### src/rtl/ca_search_controller_if.sv
// Handshake bundle between the acquisition sequencer and its neighbours:
// search control, chip-rate divider, C/A generator and correlator.
interface ca_search_controller_if #(
  parameter int ACC_WIDTH = 16
);
  logic                 start;
  logic                 abort;
  logic [4:0]           prn_first;
  logic [4:0]           prn_last;
  logic                 chip_tick;
  logic                 ca_reset;
  logic                 ca_clock_en;
  logic [4:0]           ca_prn;
  logic                 corr_dump;
  logic                 corr_valid;
  logic [ACC_WIDTH-1:0] corr_power;
  logic                 busy;
  logic                 done;
  logic [4:0]           best_prn;
  logic [9:0]           best_phase;
  logic [ACC_WIDTH-1:0] best_power;

  modport slave (
    input  start, abort, prn_first, prn_last, chip_tick, corr_valid, corr_power,
    output ca_reset, ca_clock_en, ca_prn, corr_dump, busy, done,
           best_prn, best_phase, best_power
  );

  modport master (
    output start, abort, prn_first, prn_last, chip_tick, corr_valid, corr_power,
    input  ca_reset, ca_clock_en, ca_prn, corr_dump, busy, done,
           best_prn, best_phase, best_power
  );
endinterface

### src/rtl/ca_search_controller.sv
// C/A acquisition sequencer: walks every (PRN, phase) hypothesis, slews and
// dwells the generator, dumps the correlator and keeps the strongest result.
module ca_search_controller #(
  parameter int CHIPS_PER_CODE = 1023,
  parameter int PHASE_STEP     = 1,
  parameter int DWELL_EPOCHS   = 1,
  parameter int ACC_WIDTH      = 16
) (
  input logic                   clock,
  input logic                   reset_n,
  ca_search_controller_if.slave bus
);
  localparam int CNT_W = 14;
  localparam logic [CNT_W-1:0] DWELL_LAST = CNT_W'(DWELL_EPOCHS * CHIPS_PER_CODE - 1);
  localparam logic [10:0]      STEP       = 11'(PHASE_STEP);
  localparam logic [10:0]      CPC        = 11'(CHIPS_PER_CODE);

  typedef enum logic [3:0] {
    IDLE, LOAD, SLEW, DWELL, DUMP, WAIT, COMPARE, NEXT, DONE
  } state_t;

  state_t               state, state_n;
  logic [5:0]           prn, prn_n, prn_inc;
  logic [4:0]           prn_last_q, prn_last_n;
  logic [9:0]           phase, phase_n;
  logic [10:0]          phase_inc;
  logic [9:0]           slew_cnt, slew_cnt_n;
  logic [CNT_W-1:0]     chip_cnt, chip_cnt_n;
  logic [ACC_WIDTH-1:0] power_q, power_n;
  logic                 best_clr, best_upd;

  logic                 ca_reset_q, ca_clock_en_q, corr_dump_q, busy_q, done_q;
  logic [4:0]           ca_prn_q, best_prn_q;
  logic [9:0]           best_phase_q;
  logic [ACC_WIDTH-1:0] best_power_q;

  always_comb begin
    state_n    = state;
    prn_n      = prn;
    prn_last_n = prn_last_q;
    phase_n    = phase;
    slew_cnt_n = slew_cnt;
    chip_cnt_n = chip_cnt;
    power_n    = power_q;
    best_clr   = 1'b0;
    best_upd   = 1'b0;
    phase_inc  = {1'b0, phase} + STEP;
    prn_inc    = prn + 6'd1;
    case (state)
      IDLE: if (bus.start) begin
        prn_n      = {1'b0, bus.prn_first};
        prn_last_n = bus.prn_last;
        phase_n    = '0;
        best_clr   = 1'b1;
        state_n    = (bus.prn_first > bus.prn_last) ? DONE : LOAD;
      end
      LOAD: begin
        chip_cnt_n = '0;
        slew_cnt_n = phase;
        state_n    = (phase == '0) ? DWELL : SLEW;
      end
      SLEW: begin
        slew_cnt_n = slew_cnt - 10'd1;
        if (slew_cnt == 10'd1) state_n = DWELL;
      end
      DWELL: if (bus.chip_tick) begin
        if (chip_cnt == DWELL_LAST) state_n = DUMP;
        else chip_cnt_n = chip_cnt + CNT_W'(1);
      end
      DUMP: state_n = WAIT;
      WAIT: if (bus.corr_valid) begin
        power_n = bus.corr_power;
        state_n = COMPARE;
      end
      COMPARE: begin
        best_upd = (power_q > best_power_q);
        state_n  = NEXT;
      end
      NEXT: begin
        // 6-bit PRN so that prn_last = 31 ends the search instead of wrapping
        if (phase_inc >= CPC) begin
          phase_n = '0;
          prn_n   = prn_inc;
          state_n = (prn_inc > {1'b0, prn_last_q}) ? DONE : LOAD;
        end else begin
          phase_n = phase_inc[9:0];
          state_n = LOAD;
        end
      end
      DONE:    state_n = IDLE;
      default: state_n = IDLE;
    endcase
    if (state != IDLE && bus.abort) begin
      state_n  = IDLE;
      best_upd = 1'b0;
    end
  end

  always_ff @(posedge clock or negedge reset_n) begin
    if (!reset_n) begin
      state         <= IDLE;
      prn           <= '0;
      prn_last_q    <= '0;
      phase         <= '0;
      slew_cnt      <= '0;
      chip_cnt      <= '0;
      power_q       <= '0;
      ca_reset_q    <= 1'b1;
      ca_clock_en_q <= 1'b0;
      ca_prn_q      <= '0;
      corr_dump_q   <= 1'b0;
      busy_q        <= 1'b0;
      done_q        <= 1'b0;
      best_prn_q    <= '0;
      best_phase_q  <= '0;
      best_power_q  <= '0;
    end else begin
      state         <= state_n;
      prn           <= prn_n;
      prn_last_q    <= prn_last_n;
      phase         <= phase_n;
      slew_cnt      <= slew_cnt_n;
      chip_cnt      <= chip_cnt_n;
      power_q       <= power_n;
      // outputs registered from the next state so they line up with it
      ca_reset_q    <= (state_n == IDLE) || (state_n == LOAD);
      ca_clock_en_q <= (state_n == SLEW) ||
                       (state == DWELL && bus.chip_tick && state_n != IDLE);
      if (state_n == LOAD) ca_prn_q <= prn_n[4:0];
      corr_dump_q   <= (state_n == DUMP);
      busy_q        <= (state_n != IDLE);
      done_q        <= (state_n == DONE);
      if (best_clr) begin
        best_prn_q   <= '0;
        best_phase_q <= '0;
        best_power_q <= '0;
      end else if (best_upd) begin
        best_prn_q   <= prn[4:0];
        best_phase_q <= phase;
        best_power_q <= power_q;
      end
    end
  end

  assign bus.ca_reset    = ca_reset_q;
  assign bus.ca_clock_en = ca_clock_en_q;
  assign bus.ca_prn      = ca_prn_q;
  assign bus.corr_dump   = corr_dump_q;
  assign bus.busy        = busy_q;
  assign bus.done        = done_q;
  assign bus.best_prn    = best_prn_q;
  assign bus.best_phase  = best_phase_q;
  assign bus.best_power  = best_power_q;
endmodule

### src/flat_wrapper.sv
// flat-port wrapper written by rule: the top's interface ports become plain ports
module ca_search_controller_flat 
#(
  parameter int CHIPS_PER_CODE = 1023,
  parameter int PHASE_STEP     = 1,
  parameter int DWELL_EPOCHS   = 1,
  parameter int ACC_WIDTH      = 16
)
  (clock, reset_n, bus_start, bus_abort, bus_prn_first, bus_prn_last, bus_chip_tick, bus_corr_valid, bus_corr_power, bus_ca_reset, bus_ca_clock_en, bus_ca_prn, bus_corr_dump, bus_busy, bus_done, bus_best_prn, bus_best_phase, bus_best_power);
  ca_search_controller_if #(.ACC_WIDTH(ACC_WIDTH)) bus_i ();
  input logic clock;
  input logic reset_n;
  input wire logic [$bits(bus_i.start)-1:0] bus_start;
  input wire logic [$bits(bus_i.abort)-1:0] bus_abort;
  input wire logic [$bits(bus_i.prn_first)-1:0] bus_prn_first;
  input wire logic [$bits(bus_i.prn_last)-1:0] bus_prn_last;
  input wire logic [$bits(bus_i.chip_tick)-1:0] bus_chip_tick;
  input wire logic [$bits(bus_i.corr_valid)-1:0] bus_corr_valid;
  input wire logic [$bits(bus_i.corr_power)-1:0] bus_corr_power;
  output wire logic [$bits(bus_i.ca_reset)-1:0] bus_ca_reset;
  output wire logic [$bits(bus_i.ca_clock_en)-1:0] bus_ca_clock_en;
  output wire logic [$bits(bus_i.ca_prn)-1:0] bus_ca_prn;
  output wire logic [$bits(bus_i.corr_dump)-1:0] bus_corr_dump;
  output wire logic [$bits(bus_i.busy)-1:0] bus_busy;
  output wire logic [$bits(bus_i.done)-1:0] bus_done;
  output wire logic [$bits(bus_i.best_prn)-1:0] bus_best_prn;
  output wire logic [$bits(bus_i.best_phase)-1:0] bus_best_phase;
  output wire logic [$bits(bus_i.best_power)-1:0] bus_best_power;
  assign bus_i.start = bus_start;
  assign bus_i.abort = bus_abort;
  assign bus_i.prn_first = bus_prn_first;
  assign bus_i.prn_last = bus_prn_last;
  assign bus_i.chip_tick = bus_chip_tick;
  assign bus_i.corr_valid = bus_corr_valid;
  assign bus_i.corr_power = bus_corr_power;
  assign bus_ca_reset = bus_i.ca_reset;
  assign bus_ca_clock_en = bus_i.ca_clock_en;
  assign bus_ca_prn = bus_i.ca_prn;
  assign bus_corr_dump = bus_i.corr_dump;
  assign bus_busy = bus_i.busy;
  assign bus_done = bus_i.done;
  assign bus_best_prn = bus_i.best_prn;
  assign bus_best_phase = bus_i.best_phase;
  assign bus_best_power = bus_i.best_power;
  ca_search_controller #(.CHIPS_PER_CODE(CHIPS_PER_CODE), .PHASE_STEP(PHASE_STEP), .DWELL_EPOCHS(DWELL_EPOCHS), .ACC_WIDTH(ACC_WIDTH)) u_core (.clock(clock), .reset_n(reset_n), .bus(bus_i));
endmodule
### config.mk
export PLATFORM = sky130hd
export DESIGN_NAME = ca_search_controller_flat
export DESIGN_NICKNAME = d
export VERILOG_FILES = /design/src/rtl/ca_search_controller_if.sv /design/src/rtl/ca_search_controller.sv /design/src/flat_wrapper.sv
export SDC_FILE = /design/constraint.sdc
export NUM_CORES = 1
export LEC_CHECK = 0
export ABC_AREA = 1
export CORE_ASPECT_RATIO = 0.5
export CORE_UTILIZATION = 52
export CTS_BUF_LIST = sky130_fd_sc_hd__clkbuf_4 sky130_fd_sc_hd__clkbuf_8
export CTS_CLUSTER_DIAMETER = 50
export CTS_CLUSTER_SIZE = 20
export DETAILED_ROUTE_END_ITERATION = 10
export GPL_ROUTABILITY_DRIVEN = 0
export MAX_ROUTING_LAYER = met4
export PLACE_DENSITY = 0.78
export SYNTH_ARGS = -nofsm -noshare
export SYNTH_HDL_FRONTEND = slang
export SYNTH_SLANG_ARGS = --single-unit
export TNS_END_PERCENT = 30
### constraint.sdc
create_clock -name clock -period 2.3 [get_ports clock]
set_input_delay 0.46 -clock clock [delete_from_list [all_inputs] [get_ports clock]]
set_output_delay 0.46 -clock clock [all_outputs]
set_load 0.01 [all_outputs]
Word-level counts from Yosys, hierarchy flattened:

Cells that the tools add are included.

* $add $sub $neg: 4
* $lt $le $gt $ge: 4
* eq/ne operators: 17
* muxes and demuxes: 31
* reductions and logical operators: 19

Operator list (count)
* two-way mux 10 bit: 4
* case mux 10 bit (2 select lines): 2
* two-way mux 4 bit: 9
* two-way mux 16 bit: 2
* case mux 4 bit (8 select lines): 1
* two-way mux 14 bit: 2
* case mux 14 bit (2 select lines): 1
* equality test 4 x 3 -> 1 bit, second input constant: 5
* greater-than comparator 16 bit: 1
* adder 14 x 1 -> 14 bit, second input constant: 1
* equality test 14 x 10 -> 1 bit, second input constant: 1
* equality test 4 x 2 -> 1 bit, second input constant: 3
* two-way mux 6 bit: 2
* case mux 6 bit (2 select lines): 1
* adder 10 x 1 -> 11 bit, second input constant: 1
* >= comparator 11 x 10 -> 1 bit, second input constant: 1
* equality test 10 x 1 -> 1 bit, second input constant: 1
* zero test 10 bit: 1
* two-way mux 5 bit: 2
* subtractor 10 x 1 -> 10 bit, second input constant: 1
* equality test 4 x 1 -> 1 bit, second input constant: 2
* zero test 4 bit: 2
* nonzero test 2 bit: 4
* nonzero test 4 bit: 2
* 11 further kinds: 23

* register bits after elaboration: 106
* input bits: 32
* output and inout port bits: 41
* logic and storage cells: 92

Depth between registers and ports, before layout:

Gate-level depths: netlist (run 1).

* word-level depth: 9
* mapped depth: 21
* gate-level depth less buffers: 21

Worst setup path after synthesis (run 1):

No wires, ideal clock.

* path kind: register to register
* from: register u_core.prn[0]
* to: register u_core.ca_prn_q[1] (netlist: u_core.bus.ca_prn[1])
* setup time: 0.117 ns
* arrival time: 2.090 ns
* required time: 2.183 ns
* path slack: 0.093 ns
* cell stages (with the launch flop): 18
* buffers on the path: 0
* period minus slack after synthesis: 2.207 ns
* path through: dfrtp_1 ha_1 nand3_1 xor2_1 inv_1 ha_1 nand2_1 nand2_1 nand2_1 nand2_1 nor2_1 nor2_1 nand2_4 nand2_4 nor2_4 nand3_4 nand2_1 nand2_1

* word-level cells in the longest chain between the ends: 7
* elaborated cells on any way between the ends: 9
* classes of those cells: 1 x add/sub; 1 x order compare; 1 x eq/ne; 6 x mux

RTL lines
* start: declaration: line ca_search_controller.sv:23 `logic [5:0] prn, prn_n, prn_inc;`
* start signal: assignment: line ca_search_controller.sv:119 `prn <= prn_n;`
* adder 6 x 1 -> 6 bit (*): line ca_search_controller.sv:48 `prn_inc = prn + 6'd1;`
* greater-than comparator 6 x 5 -> 1 bit: line ca_search_controller.sv:84 `state_n = (prn_inc > {1'b0, prn_last_q}) ? DONE : LOAD;`
* two-way mux 4 bit: line ca_search_controller.sv:84
* two-way mux 4 bit: line ca_search_controller.sv:81 `if (phase_inc >= CPC) begin`
* case mux 4 bit (8 select lines): line ca_search_controller.sv:49 `case (state)`
* two-way mux 4 bit: line ca_search_controller.sv:93 `if (state != IDLE && bus.abort) begin`
* equality test 4 x 1 -> 1 bit: line ca_search_controller.sv:129 `if (state_n == LOAD) ca_prn_q <= prn_n[4:0];`
* end signal: assignment: line ca_search_controller.sv:129
* end: declaration: line ca_search_controller.sv:33 `logic [4:0] ca_prn_q, best_prn_q;`

Every way passes the cells marked *; elsewhere a longest branch is shown, timed or not. The select of a mux whose other input is x is not followed.
A chain may end at the register's enable or synchronous reset.

Worst setup path after layout (run 1):

* from: register u_core.prn[0]
* to: register u_core.ca_prn_q[3] (netlist: u_core.bus.ca_prn[3])

* elaborated cells on any way between the ends: 9
* classes of those cells: 1 x add/sub; 1 x order compare; 1 x eq/ne; 6 x mux

RTL lines (line)
* adder 6 x 1 -> 6 bit: ca_search_controller.sv:48
* two-way mux 6 bit: ca_search_controller.sv:81
* case mux 6 bit (2 select lines): ca_search_controller.sv:49
* net u_core.prn_n[3]: ca_search_controller.sv:23

The timed path passes the listed nets, and every way through them passes these cells. The select of a mux whose other input is x is not followed.

==> run summary, run 1 <==
Drt wl/cell: 16.0 µm
Post-synth ARST share: 100%
Via density: 5.54
CP Max Fanout: 4
Synth unique cells: 42
Clock latency on the worst-skew pair: 0.39 ns
Tot GR Track Use: 26.7%
Final Instance Area: 7910 µm²
WL final: 16.3 mm
Placed insts: 981
Core region area: 11000 µm²
DRC errors left: 0
Power, Total: 6850 µW
Synth cell count leaders: nand2_1, inv_1, dfrtp_1
Row cnt: 27
MaxCap Viol Count: 0
Critical Path End Type: flip-flop
Setup ws final: -0.206 ns
Placed cell area: 7110 µm²
Pin count of the biggest net entering global routing: 44
Dpl hpwl: 10.4 mm
CTS H-tree depth: 3
Slew Limit Fails: 0
First-pass GRT wire length: 24.6 mm
Seq cells post-synth: 106
Total global routing overflow: 0
Finished Layout Cells: 1022
Clock Tree Buf Depth: 2
Max Freq: 399 MHz
Initial Util: 53.8%
IO buf count: 72
Count leader, synth: nand2_1
Slew margin rel.: 67.7%
RSZ-0062 raised after global routing: true
# nets final: 938
Total number of vias: 5660
R2r setup slk: -0.21 ns
Critical Path RT: 2.63 ns
Clock root cell: clkbuf_8
Syn nets: 806
Die ar.: 11900 µm²
Yosys warns: 0
Most area-hungry cell type in the Yosys netlist: dfrtp_1
Number of primary I/O pins: 73
Clk sinks: 106
Worst Tran Pin Value: 0.484 ns
Fin crit period: 2.51 ns
Iter 0 DRT Violations: 337
Data arrival, critical path: 2.83 ns
Vias in the first global route: 5160
Number of synthesized flops with an enable pin: 0
Status: finished with violations
Final number of setup-violating endpoints: 27
Sequential-to-total area share from yosys stat: 44.7%
Synth Area per Inst: 8.03 µm²
Die Span X: 153 µm
Leak: 0.00377 µW
Layout cells sized above 1: 19.5%
N_diodes: 0
Maximum vdd drop: 0.481 mV
Synth Instances: 740
Failing checks: negative setup slack
WS Path Type: flip-flop to flip-flop
CTS tree: built
Final hold slack: 0.502 ns
Synth area leaders: dfrtp_1, nand2_1, ha_1
Syn-to-layout area delta: 33.2%
Initial antenna violation count: 0
Pre-antenna DRT Iters: 7
Worst Hold Class: flip-flop to flip-flop
Power Dens Cells: 866 nW/µm²
Post-route core utilization: 71.6%
Setup crit start kind: flip-flop
CTS clk-pin slew, worst paths: 0.10 ns
Routed Antenna Nets: 0
TritonCTS buffer count: 9
Post-Synthesis Cell Area: 5940 µm²
Top-area cell type share of the netlist area: 44.2%
Top FF cell, synth: dfrtp_1
Clk_skew: 0.0199 ns
Die H: 77.6 µm
Fin. Hold Viols: 0
Tcrit/Tclk final: 109%
==> worst max-delay path, cell delays in order (launching register included) <==
cell	delay [ns]
dfrtp_2	0.44
inv_2	0.07
o31ai_4	0.24
nand2_2	0.09
buf_4	0.15
buf_4	0.12
buf_4	0.13
buf_4	0.13
buf_4	0.12
buf_4	0.12
buf_4	0.13
buf_4	0.13
buf_4	0.13
nand2_1	0.09
nand3_2	0.09
nand3_2	0.11
nand3_1	0.08
nand2_1	0.07
==> registers in the layout (all words and copies together) (netlist names) <==
name,cells
u_core.bus.done,1
u_core.prn,6
u_core.power_q,16
u_core.slew_cnt,10
u_core.bus.ca_clock_en,1
u_core.phase,10
u_core.bus.busy,1
u_core.bus.ca_reset,1
u_core.chip_cnt,14
u_core.bus.corr_dump,1
u_core.bus.ca_prn,5
u_core.prn_last_q,5
u_core.state,4
u_core.bus.best_power,16
u_core.bus.best_prn,5
u_core.bus.best_phase,10
==> cells in the final DEF, fill, tap and decap left out, types with 3 or more instances in the layout <==
cell,n
a21oi_1,17
a22oi_1,5
buf_12,3
buf_4,55
buf_6,4
bufinv_16,4
clkbuf_16,3
clkbuf_8,9
clkdlybuf4s50_1,71
dfrtp_1,103
ha_1,29
ha_4,5
inv_1,107
inv_2,13
nand2_1,132
nand2_2,13
nand2_4,4
nand3_1,66
nand3_2,23
nand4_1,7
nor2_1,46
nor2_2,5
nor3_1,10
o21ai_0,52
o21ai_1,29
o21bai_1,3
o221ai_1,4
o22ai_1,7
xor2_1,5
==> routing by layer <==
metal	routed length, µm	vias to the layer above	track usage (%)	share of wire (%)
li1	-	2700	-	-
met1	7030	2696	34.9	43
met4	422	0	6.67	2.6
met3	946	46	4.75	5.8
met2	7930	218	43.3	49
met5	0	-	-	0
==> power by group <==
part           switching [µW]  total (µW)  internal, µW
registers                 228        2370          2150
logic                    1690        2930          1240
clock network             705        1550           843
total                    2620        6850          4230
==> final cells by class <==
cell class | count | area [µm²]
inverters | 121 | 454
clock inverters | 7 | 146
multi-input cells | 497 | 3040
flip-flops and latches | 106 | 2660
repair buffers | 137 | 1310
clock buffers | 9 | 124
fillers | 806 | 3130
well taps | 145 | 181
==> final timing paths <==
| path | depth (start not counted) | to | startpoint |
|---|---|---|---|
| min in group asynchronous | 2 | u_core.bus.best_prn[3]$_DFFE_PN0P_ | reset_n |
| max in group asynchronous | 3 | u_core.bus.ca_reset$_DFF_PN1_ | reset_n |
| min | 2 | u_core.slew_cnt[6]$_DFFE_PN0P_ | u_core.slew_cnt[6]$_DFFE_PN0P_ |
| max reg2reg | 17 | u_core.bus.ca_prn[3]$_DFFE_PN0N_ | u_core.prn[0]$_DFF_PN0_ |
| min reg2reg | 2 | u_core.slew_cnt[6]$_DFFE_PN0P_ | u_core.slew_cnt[6]$_DFFE_PN0P_ |
| max | 17 | u_core.bus.ca_prn[3]$_DFFE_PN0N_ | u_core.prn[0]$_DFF_PN0_ |
==> cell families (layout without fill, tap and decap cells) <==
family / Yosys count / count (layout) / synth area share, %
AND/OR/NAND/NOR: 324 / 324 / 25.9
buffers and inverters: 137 / 274 / 8.85
adder cells (fa/ha/maj): 34 / 34 / 7.16
flip-flops: 106 / 106 / 44.7
AO/OA/AOI/OAI: 131 / 131 / 12.3
XOR/XNOR: 8 / 8 / 1.18
==> per-stage QoR <==
stage          setup WS [ns]  setup TNS, ns
4_1_cts              -0.0776         -0.356
2_1_floorplan         0.0927              0
6_report              -0.206          -2.01
3_5_place_dp          -0.350          -3.12
3_3_place_gp          -0.305          -2.68
5_1_grt               -0.308          -5.50
==> repair_timing <==
item | in CTS | in global routing
setup endpoints to repair | 22 | 46
hold buffers | 1 | 0
endpoints found under the hold margin | 24 | 0
cloned | 0 | 4
pin swaps | 14 | 11
buffers inserted | 14 | 6
resized for setup | 18 | 53
No activity file was read; power rests on OpenSTA's default activity.
==> inputs of run 2 (changes only) <==
--- a/config.mk
+++ b/config.mk
@@ -7,14 +7,14 @@
 export LEC_CHECK = 0
 export ABC_AREA = 1
 export CORE_ASPECT_RATIO = 0.5
-export CORE_UTILIZATION = 52
-export CTS_BUF_LIST = sky130_fd_sc_hd__clkbuf_4 sky130_fd_sc_hd__clkbuf_8
+export CORE_MARGIN = 8
+export CORE_UTILIZATION = 51
 export CTS_CLUSTER_DIAMETER = 50
 export CTS_CLUSTER_SIZE = 20
 export DETAILED_ROUTE_END_ITERATION = 10
 export GPL_ROUTABILITY_DRIVEN = 0
 export MAX_ROUTING_LAYER = met4
-export PLACE_DENSITY = 0.78
+export PLACE_DENSITY = 0.77
 export SYNTH_ARGS = -nofsm -noshare
 export SYNTH_HDL_FRONTEND = slang
 export SYNTH_SLANG_ARGS = --single-unit
==> run 2 against run 1 <==
Effect of this change: the run still ends with negative setup slack left; first-iteration DRC count increased by 15%; via count decreased by 3.7%; maximum frequency decreased by 1.0%.
==> run summary, run 2 (synthesis gave the netlist of run 1 again) <==
Status: finished with violations
Failing checks: negative setup slack
Sw frac: 37.8%
IO buf count: 72
Worst Tran Pin Value: 0.517 ns
Reg-to-reg endpoint: u_core.bus.ca_prn[0]$_DFFE_PN0N_
Net switching power: 2610 µW
Clock root cell: clkbuf_16
Clk sinks: 106
Clk_skew: 0.00577 ns
Via density: 5.28
Leading cell types in the layout, fill and taps excluded: nand2_1, inv_1, dfrtp_1
Total global routing overflow: 0
CTS tree: built
Core region area: 11200 µm²
Iter 0 DRT Violations: 388
Slew Limit Fails: 0
Vias in the first global route: 5502
Most common cell after layout, fill and taps aside: nand2_1
Clock Tree Buf Depth: 2
Pint: 4290 µW
Slowest CP cell: dfrtp_2
CP Max Fanout: 6
Layout cells sized above 1: 16.5%
Worst Reg-to-Reg Cells: 16
Maximum vdd drop: 0.476 mV
Clock Power Share: 22.3%
Syn-to-layout area delta: 30.9%
RSZ-0062 raised after global routing: true
Routed Antenna Nets: 0
Power, Total: 6900 µW
Tot GR Track Use: 20.8%
TritonCTS buffer count: 9
Row cnt: 27
Finished Layout Cells: 1031
Worst Setup EP: u_core.bus.ca_prn[0]$_DFFE_PN0N_
Worst Setup SP: u_core.prn[0]$_DFF_PN0_
MaxCap Viol Count: 0
Flop pwr share: 34.4%
Place WS: -0.458 ns
Setup ws final: -0.232 ns
Leak: 0.00373 µW
CTS clk-pin slew, worst paths: 0.07 ns
N_diodes: 0
Initial antenna violation count: 0
Pin count of the biggest net entering global routing: 43
Placed cell area: 7210 µm²
Data arrival, critical path: 2.77 ns
DRC errors left: 0
Fin. Hold Viols: 0
Power Dens Cells: 887 nW/µm²
Gate power share: 43.3%
Total number of vias: 5448
Fin crit period: 2.53 ns
Final Instance Area: 7780 µm²
CTS H-tree depth: 3
Die H: 92.3 µm
Drt wl/cell: 15.2 µm
Number of primary I/O pins: 73
Tcrit/Tclk final: 110%
Max Freq: 395 MHz
CP Cell Sequence: ha_4, nand3_1, xor2_2, inv_1, ha_1, nand4_1, nand2_1, nand2_2, nor2_4, nor2_4, nand2_4, nand2_4, nor2_4, nand3_4, nand2_1, nand2_1
Dpl hpwl: 11.2 mm
WL final: 15.7 mm
Die ar.: 15600 µm²
WS Path Type: flip-flop to flip-flop
Initial Util: 53.1%
Setup crit start kind: flip-flop
Die Span X: 169 µm
CP max stage delay: 0.47 ns
Critical Path End Type: flip-flop
Critical Path RT: 2.54 ns
First-pass GRT wire length: 26.1 mm
Worst Hold Class: input pin to async pin
R2r setup slk: -0.23 ns
Clock latency on the worst-skew pair: 0.35 ns
R2r startpoint: u_core.prn[0]$_DFF_PN0_
Final hold slack: 0.0342 ns
Pre-antenna DRT Iters: 5
Slew margin rel.: 65.2%
Placed insts: 1001
# nets final: 933
Final number of setup-violating endpoints: 11
run 2: cell count changes in the layout (fill, tap and decap cells not counted), moves of 3 or more:
| cell | delta |
|---|---|
| bufinv_16 | -3 |
| nand3_2 | -14 |
| clkbuf_8 | -9 |
| nand3_1 | +13 |
| o21ai_0 | +10 |
| o21ai_1 | -8 |
| clkbuf_1 | +3 |
| clkbuf_16 | +6 |
run 2: area by class of cell:
type,count,area [µm²]
fill,853,3400
multi-input combinational,497,2930
sequential,106,2660
timing repair buffer,132,1240
inverter,121,457
clock buffer,12,236
tap,159,199
clock inverter,4,51.3
run 2: worst min path at each step:
| stage | start | to | slack (ns) | cells past startpoint |
|---|---|---|---|---|
| 2_1_floorplan | reset_n | u_core.bus.best_phase[0]$_DFFE_PN0P_ | 0.16 | 0 |
| 3_3_place_gp | reset_n | u_core.bus.ca_prn[0]$_DFFE_PN0N_ | 0.41 | 1 |
| 3_5_place_dp | reset_n | u_core.bus.ca_prn[0]$_DFFE_PN0N_ | 0.42 | 1 |
| 4_1_cts | reset_n | u_core.prn[1]$_DFF_PN0_ | 0.04 | 1 |
| 5_1_grt | reset_n | u_core.bus.best_power[9]$_DFFE_PN0P_ | 0.05 | 1 |
| 6_report | reset_n | u_core.bus.ca_prn[0]$_DFFE_PN0N_ | 0.03 | 1 |
run 2: what timing repair did:
| action | 4_1_cts | 5_1_grt |
|---|---|---|
| setup endpoints to repair | 42 | 22 |
| setup buffers | 15 | 1 |
| hold buffers | 0 | 0 |
| resized for setup | 16 | 27 |
| pin swaps | 13 | 11 |
run 2: power by group through the flow:
stage          clock network (µW)  registers, µW  logic, µW
2_1_floorplan                   0           2370       1420
3_3_place_gp                    0           2370       2330
3_5_place_dp                    0           2370       2420
4_1_cts                      1570           2340       2720
5_1_grt                      1650           2400       3260
6_report                     1540           2370       2990
run 2: metrics by stage:
| step | setup TNS, ns | utilization, % |
|---|---|---|
| after global routing | -3.24 | 69.6 |
| after detailed placement | -4.87 | 64.4 |
| after global placement | -2.65 | 64.4 |
| after CTS | -0.741 | 68.6 |
| final | -1.77 | 69.6 |
| after floorplan | 0 | - |
run 2: routing by layer:
metal	part of all wire [%]	track usage, %
met1	45	25.9
met3	5.7	4.74
met5	0	-
met2	48	33.7
met4	1.5	6.64
run 2: critical path, delay by kind of cell (launching register included):
kind	cells	cell delay (ns)
xor+xnor	1	0.20
flops	1	0.47
simple gates	12	1.19
buf+inv	1	0.07
fa+ha+maj	2	0.50
